[src/rtl/stage_banner_controller_pkg.sv]
// Shared definitions for the stage banner controller: FSM state type,
// screen geometry and default banner placement/timing.
package stage_banner_controller_pkg;

    localparam int unsigned SCREEN_W = 160;
    localparam int unsigned SCREEN_H = 120;

    localparam int unsigned DEF_HOLD_CYCLES  = 50_000_000;
    localparam int unsigned DEF_BANNER_X0    = 39;
    localparam int unsigned DEF_BANNER_Y0    = 39;
    localparam int unsigned DEF_BANNER_W     = 80;
    localparam int unsigned DEF_BANNER_H     = 40;
    localparam logic [8:0]  DEF_ERASE_COLOUR = 9'h000;

    // Drawer latency: one reset-release delay cycle plus one ROM read cycle,
    // so its first valid pixel appears on the third DRAW cycle (count == 2).
    localparam logic [1:0] DRAW_LEAD = 2'd2;

    typedef enum logic [2:0] {
        ST_IDLE   = 3'd0,
        ST_DRAW   = 3'd1,
        ST_HOLD   = 3'd2,
        ST_ERASE  = 3'd3,
        ST_FINISH = 3'd4
    } state_t;

endpackage

[src/rtl/stage_banner_controller_rect_sweep.sv]
// rect_sweep_counter: raster-order sweep of a W x H rectangle, x inner,
// y outer, advancing one position per enabled cycle and wrapping to (0,0)
// after the last position.
// Ports:
//   clk, reset  clock, asynchronous active-high reset
//   en          advance one position this cycle
//   x, y        current position inside the rectangle
//   last        high while at (W-1, H-1)
module rect_sweep_counter
    import stage_banner_controller_pkg::*;
#(
    parameter int unsigned W = DEF_BANNER_W,
    parameter int unsigned H = DEF_BANNER_H
) (
    input  logic       clk,
    input  logic       reset,
    input  logic       en,
    output logic [7:0] x,
    output logic [6:0] y,
    output logic       last
);

    if (W < 1 || H < 1 || W > SCREEN_W || H > SCREEN_H) begin : g_bad_size
        $error("rect_sweep_counter: rectangle does not fit the screen");
    end

    logic x_end;

    assign x_end = (x == 8'(W - 1));
    assign last  = x_end && (y == 7'(H - 1));

    always_ff @(posedge clk or posedge reset) begin
        if (reset) begin
            x <= '0;
            y <= '0;
        end else if (en) begin
            if (x_end) begin
                x <= '0;
                y <= last ? '0 : y + 7'd1;
            end else begin
                x <= x + 8'd1;
            end
        end
    end

endmodule

[src/rtl/stage_banner_controller.sv]
// stage_banner_controller: shows the "stage start" banner. Releases the ROM
// banner drawer and forwards its pixels to the VGA write port, holds the
// banner for HOLD_CYCLES, optionally erases the banner rectangle, then
// pulses stage_go to hand over to gameplay.
// Build option: define BANNER_ERASE_EN to include the erase sweep; without
// it the banner is left on screen and HOLD goes straight to FINISH.
// Ports:
//   clk, reset           clock, asynchronous active-high reset
//   stage_start          1-cycle request, honoured only when idle
//   stage_id / stage_sel stage number in / latched banner ROM select out
//   drw_done/x/y/colour  drawer pixel stream and done flag
//   drw_resetn           drawer reset, released only while drawing
//   vga_x/y/colour/plot  VGA adapter write port
//   banner_active        high whenever a sequence is in progress
//   stage_go             1-cycle completion pulse
module stage_banner_controller
    import stage_banner_controller_pkg::*;
#(
    parameter int unsigned HOLD_CYCLES  = DEF_HOLD_CYCLES,
    parameter int unsigned BANNER_X0    = DEF_BANNER_X0,
    parameter int unsigned BANNER_Y0    = DEF_BANNER_Y0,
    parameter int unsigned BANNER_W     = DEF_BANNER_W,
    parameter int unsigned BANNER_H     = DEF_BANNER_H,
    parameter logic [8:0]  ERASE_COLOUR = DEF_ERASE_COLOUR
) (
    input  logic       clk,
    input  logic       reset,
    input  logic       stage_start,
    input  logic [1:0] stage_id,
    input  logic       drw_done,
    input  logic [7:0] drw_x,
    input  logic [6:0] drw_y,
    input  logic [8:0] drw_colour,
    output logic       drw_resetn,
    output logic [1:0] stage_sel,
    output logic [7:0] vga_x,
    output logic [6:0] vga_y,
    output logic [8:0] vga_colour,
    output logic       vga_plot,
    output logic       banner_active,
    output logic       stage_go
);

    if (HOLD_CYCLES < 1 || BANNER_X0 + BANNER_W > SCREEN_W ||
        BANNER_Y0 + BANNER_H > SCREEN_H) begin : g_bad_params
        $error("stage_banner_controller: invalid hold time or banner geometry");
    end

    localparam int unsigned HOLD_W = (HOLD_CYCLES > 1) ? $clog2(HOLD_CYCLES) : 1;

    state_t            state, state_next;
    logic [1:0]        draw_cnt;
    logic [HOLD_W-1:0] hold_cnt;
    logic              hold_last;

    assign hold_last = (hold_cnt == HOLD_W'(HOLD_CYCLES - 1));

`ifdef BANNER_ERASE_EN
    logic       erase_en;
    logic [7:0] ex;
    logic [6:0] ey;
    logic       erase_last;

    rect_sweep_counter #(
        .W(BANNER_W),
        .H(BANNER_H)
    ) u_erase_sweep (
        .clk  (clk),
        .reset(reset),
        .en   (erase_en),
        .x    (ex),
        .y    (ey),
        .last (erase_last)
    );
`else
    // The erase colour is only consumed by the erase sweep.
    logic [8:0] erase_colour_unused;
    assign erase_colour_unused = ERASE_COLOUR;
`endif

    always_ff @(posedge clk or posedge reset) begin
        if (reset) begin
            state     <= ST_IDLE;
            draw_cnt  <= '0;
            hold_cnt  <= '0;
            stage_sel <= '0;
        end else begin
            state <= state_next;
            if (state == ST_IDLE && stage_start) begin
                stage_sel <= stage_id;
            end
            // Counts DRAW cycles up to the drawer latency, then saturates.
            if (state == ST_DRAW) begin
                if (draw_cnt != DRAW_LEAD) begin
                    draw_cnt <= draw_cnt + 2'd1;
                end
            end else begin
                draw_cnt <= '0;
            end
            if (state == ST_HOLD && !hold_last) begin
                hold_cnt <= hold_cnt + HOLD_W'(1);
            end else begin
                hold_cnt <= '0;
            end
        end
    end

    always_comb begin
        state_next    = state;
        drw_resetn    = 1'b0;
        vga_x         = '0;
        vga_y         = '0;
        vga_colour    = '0;
        vga_plot      = 1'b0;
        stage_go      = 1'b0;
        banner_active = (state != ST_IDLE);
`ifdef BANNER_ERASE_EN
        erase_en      = 1'b0;
`endif
        case (state)
            ST_IDLE: begin
                if (stage_start) begin
                    state_next = ST_DRAW;
                end
            end
            ST_DRAW: begin
                drw_resetn = 1'b1;
                if (draw_cnt == DRAW_LEAD) begin
                    vga_plot   = 1'b1;
                    vga_x      = drw_x;
                    vga_y      = drw_y;
                    vga_colour = drw_colour;
                    if (drw_done) begin
                        state_next = ST_HOLD;
                    end
                end
            end
            ST_HOLD: begin
                if (hold_last) begin
`ifdef BANNER_ERASE_EN
                    state_next = ST_ERASE;
`else
                    state_next = ST_FINISH;
`endif
                end
            end
`ifdef BANNER_ERASE_EN
            ST_ERASE: begin
                erase_en   = 1'b1;
                vga_plot   = 1'b1;
                vga_x      = 8'(BANNER_X0) + ex;
                vga_y      = 7'(BANNER_Y0) + ey;
                vga_colour = ERASE_COLOUR;
                if (erase_last) begin
                    state_next = ST_FINISH;
                end
            end
`endif
            ST_FINISH: begin
                stage_go   = 1'b1;
                state_next = ST_IDLE;
            end
            default: begin
                state_next = ST_IDLE;
            end
        endcase
    end

endmodule
[config.mk]
export PLATFORM = sky130hd
export DESIGN_NAME = stage_banner_controller
export DESIGN_NICKNAME = d
export VERILOG_FILES = /design/src/rtl/stage_banner_controller_pkg.sv /design/src/rtl/stage_banner_controller_rect_sweep.sv /design/src/rtl/stage_banner_controller.sv
export SDC_FILE = /design/constraint.sdc
export NUM_CORES = 1
export LEC_CHECK = 0
export ABC_AREA = 1
export ABC_CLOCK_PERIOD_IN_PS = 2600
export CAP_MARGIN = 20
export CORE_AREA = 3 3 82 68
export DETAILED_ROUTE_END_ITERATION = 8
export DIE_AREA = 0 0 85 71
export PLACE_DENSITY = 0.73
export RECOVER_POWER = 50
export SYNTH_ARGS = -nofsm -noshare
export SYNTH_HDL_FRONTEND = slang
export SYNTH_SLANG_ARGS = --single-unit
[constraint.sdc]
create_clock -name clk -period 2.6 [get_ports clk]
set_input_delay 0.52 -clock clk [delete_from_list [all_inputs] [get_ports clk]]
set_output_delay 0.52 -clock clk [all_outputs]
set_load 0.05 [all_outputs]
Word-level counts from Yosys, hierarchy flattened
Cells that the tools add are included.
W data, S select, Z words.
{"block": "totals", "regBits": 33, "latchBits": 0, "mem_bits_rw": 0, "mem_bits_ro": 0, "inputBits": 30, "out_inout_bits": 30, "wordCells": 41, "mem_count": 0}
{"block": "op_classes", "addsub": 2, "multipliers": 0, "div": 0, "n_lt_le_gt_ge": 0, "eq_ne": 11, "shifts": 0, "mux": 18, "bitwise": 0, "reduce_logical": 6}
{"operator": "$add A26 B1 Y26 const B", "n": 1}
{"operator": "$eq A26 B26 Y1 const B", "n": 1}
{"operator": "$mux W26", "n": 1}
{"operator": "$mux W9", "n": 2}
{"operator": "$mux W8", "n": 2}
{"operator": "$mux W7", "n": 2}
{"operator": "$mux W3", "n": 4}
{"operator": "$pmux W3 S3", "n": 1}
{"operator": "$ne A2 B2 Y1 const B", "n": 4}
{"operator": "$mux W1", "n": 4}
{"operator": "$mux W2", "n": 2}
{"operator": "$ne A2 B1 Y1 const B", "n": 2}
{"operator": "$reduce_and A4 Y1", "n": 1}
{"operator": "$eq A3 B1 Y1 const B", "n": 1}
{"operator": "$eq A3 B2 Y1 const B", "n": 1}
{"operator": "$eq A3 B3 Y1 const B", "n": 1}
{"operator": "$logic_not A3 Y1", "n": 1}
{"operator": "$reduce_bool A3 Y1", "n": 1}
{"operator": "$add A2 B1 Y2 const B", "n": 1}
{"operator": "$eq A2 B2 Y1 const B", "n": 1}
{"operator": "$logic_and A1 B1 Y1", "n": 2}
{"operator": "$logic_not A1 Y1", "n": 1}

Logic depth before layout (Yosys ltp)
{"block": "logic_depth", "depth_word": 4, "depth_mapped": 9}

Worst setup path before layout
OpenSTA, ideal clock, no wires.
{"block": "synth_path", "path_type": "reg2out", "from": "register state[1]", "to": "output port vga_colour[1]", "t_arrival_ps": 2009, "required_ps": 2080, "setup_slack_ps": 71, "path_stages_with_launch": 7, "path_buffers": 1, "path_cell_list": "dfrtp_1 -> inv_1 -> nand2_1 -> nor2_2 -> inv_2 -> clkbuf_1 -> nor2_1"}
{"block": "synth_between", "elab_chain_len": 2}
{"element": "from (decl)", "line": "stage_banner_controller.sv:51", "source": "state_t state, state_next;"}
{"element": "from (signal assigned)", "line": "stage_banner_controller.sv:88", "source": "state <= state_next;"}
{"element": "$eq A3 B1 Y1", "line": "stage_banner_controller.sv:120", "source": "case (state)"}
{"element": "$mux W9", "line": "stage_banner_controller.sv:120"}
{"element": "to (decl)", "line": "stage_banner_controller.sv:38", "source": "output logic [8:0] vga_colour,"}
Every way passes these cells.

Worst setup path after layout
{"block": "layout_path", "from": "register state[1]", "to": "output port drw_resetn"}
{"block": "layout_between", "elab_chain_len": 2}
{"element": "$eq A3 B1 Y1", "line": "stage_banner_controller.sv:120"}
{"element": "$mux W1", "line": "stage_banner_controller.sv:120"}
{"element": "to (decl)", "line": "stage_banner_controller.sv:34", "source": "output logic drw_resetn,"}
Every way passes these cells.

==> flow_summary_export.csv <==
group,metric,value,unit
place,placed_cells,429,
drt,ant_nets,0,
critical_path,crit_arrival,1810,ps
clock_tree,clock_path_buffers,2,
drt,firstDrtPassIters,4,
cells_and_area,drive_above_1_share,0.171,
cells_and_area,fillCellCount,425,
cells_and_area,finalNonFillerCells,436,
pwr,peakVddDrop,0.306,mV
clock_tree,postCtsSetupBuffers,0,
sta,fmax,0.430,GHz
clock_tree,cts_tree,"done",
critical_path,crit_fanout,4,
global_routing,first_global_vias,1866,
drt,wl,5.14,mm
cells_and_area,diodes,0,
sta,period_minus_slack,2330,ps
drt,first_iter_violations,151,
synth,synthCells,313,
critical_path,max_stage_delay,840,ps
drt,routedWlPerCell,11.8,um
sta,tightest_slew,804,ps
clock_tree,hold_buffers,0,
sta,slew_headroom,0.464,
synth,synthesis.nets,345,
sta,rsz0062_at_grt,"false",
critical_path,r2r-end,"state[1]",
floorplanning,rows,23,
floorplanning,die_width,85,um
synth,synth_top_area_share,0.386,
floorplanning,die_area,0.00604,sq mm
floorplanning,start_util,0.435,
global_routing,grt_pass1_wl,8.56,mm
critical_path,critPathCaptureType,"output pin",
cells_and_area,nets,406,
synth,synth_top_area_cell,"dfrtp_1",
critical_path,reg2reg_depth,8,
floorplanning,die_h,71,um
hold_path,hp-class,"reg -> reg",
hold_path,hold_depth,1,
clock_tree,cts_repair_resize_count,0,
floorplanning,pin_count,60,
global_routing,grt_overflow,0,
synth,ys_ff_latch,33,
drt,vias,2024,
critical_path,cpMaxStageDelayCell,"clkdlybuf4s50_1",
global_routing,gr-usage-all-layers,0.176,
drt,via_per_inst,4.64,
sta,fin_skew,5.08,ps
synth,ys_types,22,
global_routing,grt_max_degree,34,
critical_path,crit_start,"state[1]",
pwr,p_per_area,308,mW/mm^2
place,place_hpwl,3.96,mm
sta,slew_violations,0,
cells_and_area,multi_input_area,0.00114,sq mm
cells_and_area,area_growth,44.2,%
clock_tree,clkLatencyLatePin,280,ps
critical_path,worstSetupPathType,"reg -> out",
clock_tree,cts_root_buf,"clkbuf_8",
drt,drcViolationCount,0,
clock_tree,htreeDepth,2,
synth,avgSynthCellArea,6.83,sq um
outcome,outcome,"completed",
place,port_buffers,59,
pwr,p_leak,1.27,nW
synth,ys_seq_area_frac,0.386,
sta,setup_violations,0,
place,place_congestion,0.947,
critical_path,r2r_start,"hold_cnt[0]",
sta,tns,0,ps
cells_and_area,seqCellArea,826,sq um
hold_path,holdPathEnd,"draw_cnt[0]",
synth,yosys_warnings,0,
cells_and_area,final_core_util,0.627,
floorplanning,core-area,0.00492,sq mm
hold_path,hold_path_startpoint,"draw_cnt[0]",
critical_path,ff2ff_setup_slack,340,ps
clock_tree,clk_pin_slew_worst_paths,60,ps
critical_path,cp.required,2080,ps
global_routing,antenna_found_initial,0,
flow_run,cap_violations,0,
sta,finalCritPeriodShare,0.895,
clock_tree,cts_inserted_buffers,5,
critical_path,path_cells,"inv_1, nand2_1, nor2_2, clkdlybuf4s50_1",
synth,synth_area,0.00214,sq mm
sta,hold_viol,0,
clock_tree,cts.sinks,33,
synth,ys_top_cells_by_area,"dfrtp_1, nand2_1, nor2_1, nor2_2, inv_1",
critical_path,start_kind,"flop",
worst max path at each step:
stage / endpoint / depth (start not counted)
floorplan: vga_colour[1] / 6
global placement: drw_resetn / 4
detailed placement: drw_resetn / 4
CTS: drw_resetn / 4
global route: state[1] / 8
finish: drw_resetn / 4
cells by family after synthesis:
family / Yosys count / synth area share
buf+inv: 34 / 0.0749
fa+ha+maj: 2 / 0.0117
simple gates: 223 / 0.446
flops: 33 / 0.386
mux: 2 / 0.0105
compound gates: 4 / 0.00936
xor+xnor: 15 / 0.0614
report_power, final:
part           total [W]  internal (W)  leakage, nW  switching, W
clock           0.000383      0.000210       0.0443      0.000173
sequential      0.000514      0.000514        0.442             0
combinational  0.0000535     0.0000379        0.784     0.0000155
total           0.000950      0.000761         1.27      0.000189
stage by stage:
stage | power (W) | hold slack, ps | setup slack, ps | instance area (sq um)
after floorplan | 0.000531 | 457 | 70.6 | 2140
after global placement | 0.000577 | 470 | 595 | 3010
after detailed placement | 0.000578 | 490 | 571 | 3010
after CTS | 0.000967 | 502 | 252 | 3100
after global routing | 0.000995 | 530 | 109 | 3080
final | 0.000950 | 494 | 272 | 3080
final cells by class:
class                   instances  area share
clock buffers                   7      0.0280
inverters                      27      0.0329
multi-input cells             246       0.370
flip-flops and latches         33       0.268
well taps                      62      0.0252
repair buffers                 61       0.277
cell usage in the layout (no fill, tap or decap), types with 3 or more instances in the layout:
| cell type | synthesis | layout |
|---|---|---|
| nand2_1 | 106 | 106 |
| nor2_1 | 70 | 71 |
| dfrtp_1 | 33 | 33 |
| clkdlybuf4s50_1 | 0 | 32 |
| inv_1 | 25 | 26 |
| buf_12 | 2 | 25 |
| nor2_2 | 24 | 23 |
| nand3_1 | 13 | 14 |
| xnor2_1 | 8 | 8 |
| xor2_1 | 7 | 7 |
| clkbuf_8 | 0 | 6 |
| o21ai_0 | 3 | 3 |
| nand2_2 | 2 | 3 |
synthesized netlist by cell type:
cell type and number:
a21oi_1 1, buf_12 2, clkbuf_1 5, dfrtp_1 33
ha_1 2, inv_1 25, inv_2 2, mux2_2 2
nand2_1 106, nand2_2 2, nand2_4 1, nand3_1 13
nand3_2 2, nand4_1 1, nor2_1 70, nor2_2 24
nor2_4 1, nor3_1 2, o21ai_0 3, or2_1 1
xnor2_1 8, xor2_1 7
sequential cells by signal (all words and copies together) (netlist names):
| register | count |
|---|---|
| hold_cnt | 26 |
| stage_sel | 2 |
| draw_cnt | 2 |
| state | 3 |
critical path: cells and delay by family (launching register included):
family | cells | cell delay (ps)
AND/OR/NAND/NOR | 2 | 230
flip-flops | 1 | 370
buffers and inverters | 2 | 930
per-layer routing:
metal | global-route usage | part of all wire | up-vias
li1 | - | - | 1057
met1 | 0.262 | 0.49 | 920
met2 | 0.262 | 0.46 | 40
met3 | 0.0326 | 0.040 | 7
met4 | 0.0492 | 0.0090 | 0
met5 | 0 | 0 | -
No activity file was read; power rests on OpenSTA's default activity.
